File: src/rtl/dispatch.sv
// Dual-issue dispatch stage: pops up to two head entries from the decode queue
// under pairing/load-use rules. Define DISPATCH_DUAL_ISSUE_EN to enable slot 1.
module dispatch #(
  parameter int PC_W   = 32,
  parameter int REG_AW = 5
) (
  input  logic                  clk,
  input  logic                  rst,
  input  logic                  flush,
  input  logic                  ex_pause,
  input  logic [1:0]            q_valid,
  input  logic [2*PC_W-1:0]     q_pc,
  input  logic [2*PC_W-1:0]     q_inst,
  input  logic [2*PC_W-1:0]     q_imm,
  input  logic [15:0]           q_aluop,
  input  logic [5:0]            q_alusel,
  input  logic [1:0]            q_reg1_read_en,
  input  logic [1:0]            q_reg2_read_en,
  input  logic [1:0]            q_reg_write_en,
  input  logic [2*REG_AW-1:0]   q_reg1_addr,
  input  logic [2*REG_AW-1:0]   q_reg2_addr,
  input  logic [2*REG_AW-1:0]   q_reg_write_addr,
  input  logic [1:0]            q_is_load,
  input  logic [1:0]            q_is_privilege,
  output logic [1:0]            invalid_en,
  output logic [4*REG_AW-1:0]   rf_raddr,
  input  logic [4*PC_W-1:0]     rf_rdata,
  output logic [1:0]            ex_valid,
  output logic [2*PC_W-1:0]     ex_pc,
  output logic [2*PC_W-1:0]     ex_inst,
  output logic [2*PC_W-1:0]     ex_imm,
  output logic [15:0]           ex_aluop,
  output logic [5:0]            ex_alusel,
  output logic [2*PC_W-1:0]     ex_src1,
  output logic [2*PC_W-1:0]     ex_src2,
  output logic [1:0]            ex_reg_write_en,
  output logic [2*REG_AW-1:0]   ex_reg_write_addr,
  output logic [1:0]            ex_is_load
);

`ifdef DISPATCH_DUAL_ISSUE_EN
  localparam bit LP_DUAL = 1'b1;
`else
  localparam bit LP_DUAL = 1'b0;
`endif

  logic [1:0]            r_ex_valid;
  logic [2*PC_W-1:0]     r_ex_pc;
  logic [2*PC_W-1:0]     r_ex_inst;
  logic [2*PC_W-1:0]     r_ex_imm;
  logic [15:0]           r_ex_aluop;
  logic [5:0]            r_ex_alusel;
  logic [2*PC_W-1:0]     r_ex_src1;
  logic [2*PC_W-1:0]     r_ex_src2;
  logic [1:0]            r_ex_reg_write_en;
  logic [2*REG_AW-1:0]   r_ex_reg_write_addr;
  logic [1:0]            r_ex_is_load;

  logic [REG_AW-1:0]     w_ra1 [2];
  logic [REG_AW-1:0]     w_ra2 [2];
  logic [REG_AW-1:0]     w_wa  [2];
  logic [1:0]            w_lu;
  logic [1:0]            w_issue;

  always_comb begin
    for (int k = 0; k < 2; k++) begin
      w_ra1[k] = q_reg1_addr[k*REG_AW +: REG_AW];
      w_ra2[k] = q_reg2_addr[k*REG_AW +: REG_AW];
      w_wa[k]  = q_reg_write_addr[k*REG_AW +: REG_AW];
    end
  end

  always_comb begin
    rf_raddr = '0;
    for (int k = 0; k < 2; k++) begin
      if (k == 0 || LP_DUAL) begin
        if (q_reg1_read_en[k]) rf_raddr[(2*k)*REG_AW +: REG_AW]   = w_ra1[k];
        if (q_reg2_read_en[k]) rf_raddr[(2*k+1)*REG_AW +: REG_AW] = w_ra2[k];
      end
    end
  end

  // A load still sitting in the ex register cannot forward yet, so any reader stalls one cycle.
  always_comb begin
    logic [REG_AW-1:0] exWa;
    w_lu = '0;
    for (int k = 0; k < 2; k++) begin
      for (int j = 0; j < 2; j++) begin
        exWa = r_ex_reg_write_addr[j*REG_AW +: REG_AW];
        if (r_ex_valid[j] && r_ex_is_load[j] && r_ex_reg_write_en[j] && exWa != '0 &&
            ((q_reg1_read_en[k] && w_ra1[k] == exWa) ||
             (q_reg2_read_en[k] && w_ra2[k] == exWa)))
          w_lu[k] = 1'b1;
      end
    end
  end

  assign w_issue[0] = q_valid[0] && !ex_pause && !flush && !rst && !w_lu[0];

`ifdef DISPATCH_DUAL_ISSUE_EN
  logic w_raw;
  logic w_waw;

  assign w_raw = q_reg_write_en[0] && (w_wa[0] != '0) &&
                 ((q_reg1_read_en[1] && w_ra1[1] == w_wa[0]) ||
                  (q_reg2_read_en[1] && w_ra2[1] == w_wa[0]));
  assign w_waw = q_reg_write_en[0] && q_reg_write_en[1] &&
                 (w_wa[0] != '0) && (w_wa[0] == w_wa[1]);
  assign w_issue[1] = w_issue[0] && q_valid[1] && !(|q_is_privilege) &&
                      !w_lu[1] && !w_raw && !w_waw;
`else
  logic w_unused;
  assign w_unused   = &{1'b0, q_valid[1], q_is_privilege, w_lu[1]};
  assign w_issue[1] = 1'b0;
`endif

  assign invalid_en = w_issue;

  // Non-issued slots load zeros so a bubble carries no stale fields.
  always_ff @(posedge clk) begin
    if (rst || flush) begin
      r_ex_valid          <= '0;
      r_ex_pc             <= '0;
      r_ex_inst           <= '0;
      r_ex_imm            <= '0;
      r_ex_aluop          <= '0;
      r_ex_alusel         <= '0;
      r_ex_src1           <= '0;
      r_ex_src2           <= '0;
      r_ex_reg_write_en   <= '0;
      r_ex_reg_write_addr <= '0;
      r_ex_is_load        <= '0;
    end else if (!ex_pause) begin
      for (int k = 0; k < 2; k++) begin
        r_ex_valid[k] <= w_issue[k];
        if (w_issue[k]) begin
          r_ex_pc[k*PC_W +: PC_W]               <= q_pc[k*PC_W +: PC_W];
          r_ex_inst[k*PC_W +: PC_W]             <= q_inst[k*PC_W +: PC_W];
          r_ex_imm[k*PC_W +: PC_W]              <= q_imm[k*PC_W +: PC_W];
          r_ex_aluop[k*8 +: 8]                  <= q_aluop[k*8 +: 8];
          r_ex_alusel[k*3 +: 3]                 <= q_alusel[k*3 +: 3];
          r_ex_src1[k*PC_W +: PC_W]             <= q_reg1_read_en[k] ? rf_rdata[(2*k)*PC_W +: PC_W] : '0;
          r_ex_src2[k*PC_W +: PC_W]             <= q_reg2_read_en[k] ? rf_rdata[(2*k+1)*PC_W +: PC_W] : '0;
          r_ex_reg_write_en[k]                  <= q_reg_write_en[k];
          r_ex_reg_write_addr[k*REG_AW +: REG_AW] <= w_wa[k];
          r_ex_is_load[k]                       <= q_is_load[k];
        end else begin
          r_ex_pc[k*PC_W +: PC_W]               <= '0;
          r_ex_inst[k*PC_W +: PC_W]             <= '0;
          r_ex_imm[k*PC_W +: PC_W]              <= '0;
          r_ex_aluop[k*8 +: 8]                  <= '0;
          r_ex_alusel[k*3 +: 3]                 <= '0;
          r_ex_src1[k*PC_W +: PC_W]             <= '0;
          r_ex_src2[k*PC_W +: PC_W]             <= '0;
          r_ex_reg_write_en[k]                  <= 1'b0;
          r_ex_reg_write_addr[k*REG_AW +: REG_AW] <= '0;
          r_ex_is_load[k]                       <= 1'b0;
        end
      end
    end
  end

  assign ex_valid          = r_ex_valid;
  assign ex_pc             = r_ex_pc;
  assign ex_inst           = r_ex_inst;
  assign ex_imm            = r_ex_imm;
  assign ex_aluop          = r_ex_aluop;
  assign ex_alusel         = r_ex_alusel;
  assign ex_src1           = r_ex_src1;
  assign ex_src2           = r_ex_src2;
  assign ex_reg_write_en   = r_ex_reg_write_en;
  assign ex_reg_write_addr = r_ex_reg_write_addr;
  assign ex_is_load        = r_ex_is_load;

endmodule
File: config.mk
export PLATFORM = sky130hd
export DESIGN_NAME = dispatch
export DESIGN_NICKNAME = d
export VERILOG_FILES = /design/src/rtl/dispatch.sv
export SDC_FILE = /design/constraint.sdc
export NUM_CORES = 1
export LEC_CHECK = 0
export CAP_MARGIN = 15
export CORE_AREA = 2 2 298 300
export CTS_CLUSTER_DIAMETER = 50
export DETAILED_ROUTE_END_ITERATION = 10
export DIE_AREA = 0 0 300 302
export PLACE_DENSITY = 0.35
export SYNTH_ARGS = -nofsm -noshare
export SYNTH_HDL_FRONTEND = slang
export SYNTH_SLANG_ARGS = --single-unit
File: constraint.sdc
create_clock -name clk -period 3 [get_ports clk]
set_input_delay 0.45 -clock clk [delete_from_list [all_inputs] [get_ports clk]]
set_output_delay 0.45 -clock clk [all_outputs]
set_load 0.02 [all_outputs]
-- Word level (Yosys, flattened, before mapping)
Cells that the tools add are included.
- reductions and logical operators: 17
- equal/unequal tests: 2
- divide/modulo/power cells: 0
- shifts and indexed selects: 0
- muxes and demuxes: 15
- bitwise gates (word level): 0
- $mul: 0
- magnitude comparators: 0
- add/sub/neg operators: 0
- operators by type and width (kind ; count):
    $mux W32 ; 7
    $mux W5 ; 3
    $eq A5 B5 Y1 ; 2
    $logic_and A1 B1 Y1 ; 10
    $mux W8 ; 1
    $reduce_bool A5 Y1 ; 1
    $logic_not A1 Y1 ; 4
    $mux W1 ; 3
    $mux W3 ; 1
    $logic_or A1 B1 Y1 ; 2
- memory bits (read-only): 0
- memories kept: 0
- bits in writable memories: 0
- register bits after elaboration: 179
- output and inout port bits: 380
- logic and storage cells: 45
- latch bits: 0

-- Depth between registers and ports, before layout
- depth after elaboration: 8
- mapped depth: 6

-- Least setup slack after synthesis
Ideal clock, no wire load.
- kind: register to output
- start point: reg r_ex_reg_write_addr[0], in the netlist ex_reg_write_addr[0]
- end point: out invalid_en[0]
- cell stages (with the launch flop): 7
- buffers on the path: 2
- arrival: 2.012 ns
- setup slack: 0.538 ns
- required time: 2.550 ns
- cell sequence: dfxtp_1 or4_1 o2111ai_2 buf_4 buf_2 inv_2 a21oi_1
- word-level cells in the longest chain between the ends: 7
- RTL lines (element ; line ; text):
    start, declared ; 56 ; logic [2*REG_AW-1:0] r_ex_reg_write_addr;
    start signal, assigned by index ; 145 ; r_ex_reg_write_addr[k*REG_AW +: REG_AW] <= w_wa[k];
    $eq A5 B5 Y1, on equally long branches ; 91, 92 ;
    $logic_and A1 B1 Y1, on equally long branches ; 91, 92 ;
    $logic_or A1 B1 Y1 ; 91 ; ((q_reg1_read_en[k] && w_ra1[k] == exWa) ||
    $logic_and A1 B1 Y1 * ; 90 ; if (r_ex_valid[j] && r_ex_is_load[j] && r_ex_reg_write_en[j] && exWa != '0 &&
    $mux W1 * ; 90 ;
    $logic_not A1 Y1 * ; 98 ; assign w_issue[0] = q_valid[0] && !ex_pause && !flush && !rst && !w_lu[0];
    $logic_and A1 B1 Y1 * ; 98 ;
    end, declared ; 25 ; output logic [1:0] invalid_en,
Mark *: on every way between the ends. The rest lies on a longest branch, timed or not.

-- Worst setup path in the final report
Same ends and word-level chain as after synthesis.

==> impl_metrics.env <==
export IMPL_status="finished clean"
export IMPL_mostFrequentLayoutCell="clkdlybuf4s50_1"
export IMPL_synth_seq_cells=179
export IMPL_vias_per_cell=3.50
export IMPL_ys_seq_area_share_pct=38.7
export IMPL_startpoint_type="flop"
export IMPL_reg2reg_to="ex_reg_write_addr[3]"
export IMPL_maxCapViolCount=0
export IMPL_rr_startpoint="ex_reg_write_addr[0]"
export IMPL_fmax_mhz=353
export IMPL_start_util_pct=10.6
export IMPL_layout_drive_gt1_share_pct=5.04
export IMPL_syn2layout_area_growth_pct=55.3
export IMPL_clockBufferDepth=2
export IMPL_antenna_found_initial=8
export IMPL_cts_resized=3
export IMPL_synth_cell_area_um2=9270
export IMPL_place_gp_congestion=0.745
export IMPL_core_rowCount=109
export IMPL_path_delay_family="simple AND/OR/NAND/NOR gates"
export IMPL_worstPathArrival_ns=2.38
export IMPL_p_total_mw=6.13
export IMPL_ios=768
export IMPL_worst_r2r_path_depth=6
export IMPL_cp_num_cells=5
export IMPL_syn_area_per_cell_um2=8.31
export IMPL_clock_sinks=179
export IMPL_final_cells=2616
export IMPL_worst_r2r_setup_slack_ns=0.37
export IMPL_dieArea_um2=90600
export IMPL_rsz0062_at_grt="no"
export IMPL_htree_levels=4
export IMPL_required_ns=2.55
export IMPL_yosys_warnings=0
export IMPL_place_ws_ns=-0.0740
export IMPL_slew_violations=0
export IMPL_power_leakage_nw=4.99
export IMPL_finalHoldWorstSlack_ns=0.475
export IMPL_yosys_area_top_type="dfxtp_1"
export IMPL_cts_tree="yes"
export IMPL_critPathLaunch="ex_reg_write_addr[0]"
export IMPL_vias=9145
export IMPL_fin_skew_ns=0.0256
export IMPL_drc=0
export IMPL_final_cell_mix="clkdlybuf4s50_1, conb_1, dfxtp_1, o21ai_0, nand2_1"
export IMPL_die_w_um=300
export IMPL_cp_slowest_stage_delay_ns=0.59
export IMPL_place_area_um2=13800
export IMPL_synth_async_reset_ratio_pct=0
export IMPL_crit_type="reg2out"
export IMPL_ys_top_cells_by_area="dfxtp_1, buf_4, a32oi_1"
export IMPL_post_route_min_period_ns=2.83
export IMPL_endpoint_kind="primary output"
export IMPL_dp_cells=2582
export IMPL_clkTransAtPathRegs_ns=0.09
export IMPL_max_slew_worst_pin_slew_ns=0.658
export IMPL_avgRoutedWirePerCell_um=15.5
export IMPL_crit_fanout=2
export IMPL_dp_final_hpwl_mm=28.2
export IMPL_fin_nets=1824
export IMPL_cts_root_buf="clkbuf_16"
export IMPL_synth_cells=1115
export IMPL_p_per_area_nw_per_um2=426
export IMPL_peakVddDrop_uv=450
export IMPL_yosys_area_top_type_share_pct=38.7
export IMPL_finalCritPeriodShare_pct=94.4
export IMPL_finalHoldViolCount=0
export IMPL_track_usage_pct=8.61
export IMPL_synth_distinct_cells=24
export IMPL_synth_edf_count=0
export IMPL_port_buffers=384
export IMPL_die_h_um=302
export IMPL_gr_total_overflow=0
export IMPL_cts_hold_buffers=0
export IMPL_setup_slack_ns=0.168
export IMPL_setup_viol=0
export IMPL_antenna_left=0
export IMPL_wl_mm=40.5
export IMPL_firstDrtPassIters=5
export IMPL_post_cts_buffers=0
export IMPL_max_slew_margin_pct=56.2
export IMPL_grt_max_degree=106
export IMPL_core_area_um2=87600
export IMPL_cts_inserted_buffers=17
export IMPL_path_cells="or4_1 > o2111ai_4 > inv_2 > a21oi_1 > clkdlybuf4s15_2"
export IMPL_hp_class="reg2reg"
export IMPL_stdcell_area_um2=14400
export IMPL_grt_pass1_wl_mm=57.4
export IMPL_ys_flop_type="dfxtp_1"
export IMPL_clk_latency_ns=0.52
export IMPL_drtIter0Drc=421
export IMPL_cp_num_buf_inv=2
export IMPL_grt_pass1_vias=8352
export IMPL_endpoint="invalid_en[0]"
export IMPL_critPathSlowestCell="or4_1"
==> cells by family (layout without fill, tap and decap cells) <==
kind of cell              after synthesis  count (layout)  synth area share, %
xor gates and xnor gates               10              10                0.945
other                                   1             192               0.0405
and+or+nand+nor                       260             260                 13.7
buffers and inverters                 304             449                 20.6
DFF                                   179             179                 38.7
AOI/OAI and AO/OA                     361             361                 26.1
==> cell type report <==
| cell class | instances | area, um2 |
|---|---|---|
| multi-input cells | 821 | 4520 |
| inverters | 1 | 3.75 |
| well taps | 1165 | 1460 |
| fillers | 9808 | 73200 |
| flip-flops and latches | 179 | 3580 |
| repair buffers | 416 | 4200 |
| diodes | 2 | 5.00 |
| clock buffers | 17 | 425 |
| clock inverters | 15 | 198 |
==> through the flow <==
| stage | utilization, % | TNS, ns |
|---|---|---|
| 2_1_floorplan | - | 0 |
| 5_1_grt | 16.4 | 0 |
| 3_5_place_dp | 15.7 | -0.0740 |
| 6_report | 16.4 | 0 |
| 3_3_place_gp | 15.7 | -0.0718 |
| 4_1_cts | 16.4 | 0 |
==> flip-flops by register name, summed over array words and instances, names as in the netlist <==
name	flops
ex_imm	32
ex_is_load	1
ex_inst	32
ex_reg_write_addr	5
ex_alusel	3
ex_reg_write_en	1
ex_aluop	8
ex_src1	32
ex_src2	32
ex_valid	1
ex_pc	32
==> cells in the mapped netlist (all sizes together), types with 2 or more instances <==
master,n
a22oi,65
a32oi,114
and2,10
and3,64
buf,231
clkbuf,72
dfxtp,179
nand2,116
nand3,64
nand4,2
o21ai,179
xnor2,10
==> worst min-delay path by stage <==
stage | from | end | slack [ns] | cells past startpoint
final | ex_imm[15] | ex_imm[15] | 0.48 | 2
after global routing | q_inst[10] | ex_inst[10] | 0.48 | 3
after CTS | q_inst[10] | ex_inst[10] | 0.43 | 3
after detailed placement | ex_inst[18] | ex_inst[18] | 0.46 | 2
after global placement | ex_inst[4] | ex_inst[4] | 0.45 | 2
after floorplan | q_aluop[4] | ex_aluop[4] | 0.58 | 2
==> worst register-to-register path, delay by kind of cell, from the launching register on <==
family	cells	cell delay (ns)
AOI/OAI and AO/OA	3	0.69
buffers and inverters	2	0.92
DFF	1	0.34
and+or+nand+nor	1	0.59
==> routing by layer <==
layer | global-route usage [%] | wire [um] | vias up
met4 | 2.82 | 634 | 10
met3 | 4.30 | 4160 | 38
met5 | 0 | 70 | -
li1 | - | - | 4339
met1 | 10.4 | 17300 | 4346
met2 | 13.2 | 18400 | 412
==> power breakdown <==
| group | internal [mW] | total, mW | leakage, nW | switching [mW] |
|---|---|---|---|---|
| sequential | 2.46 | 2.51 | 1.46 | 0.0510 |
| combinational | 0.461 | 1.10 | 3.24 | 0.635 |
| clock | 1.21 | 2.53 | 0.303 | 1.31 |
| total | 4.13 | 6.13 | 4.99 | 2.00 |
No activity file was read; power rests on OpenSTA's default activity.
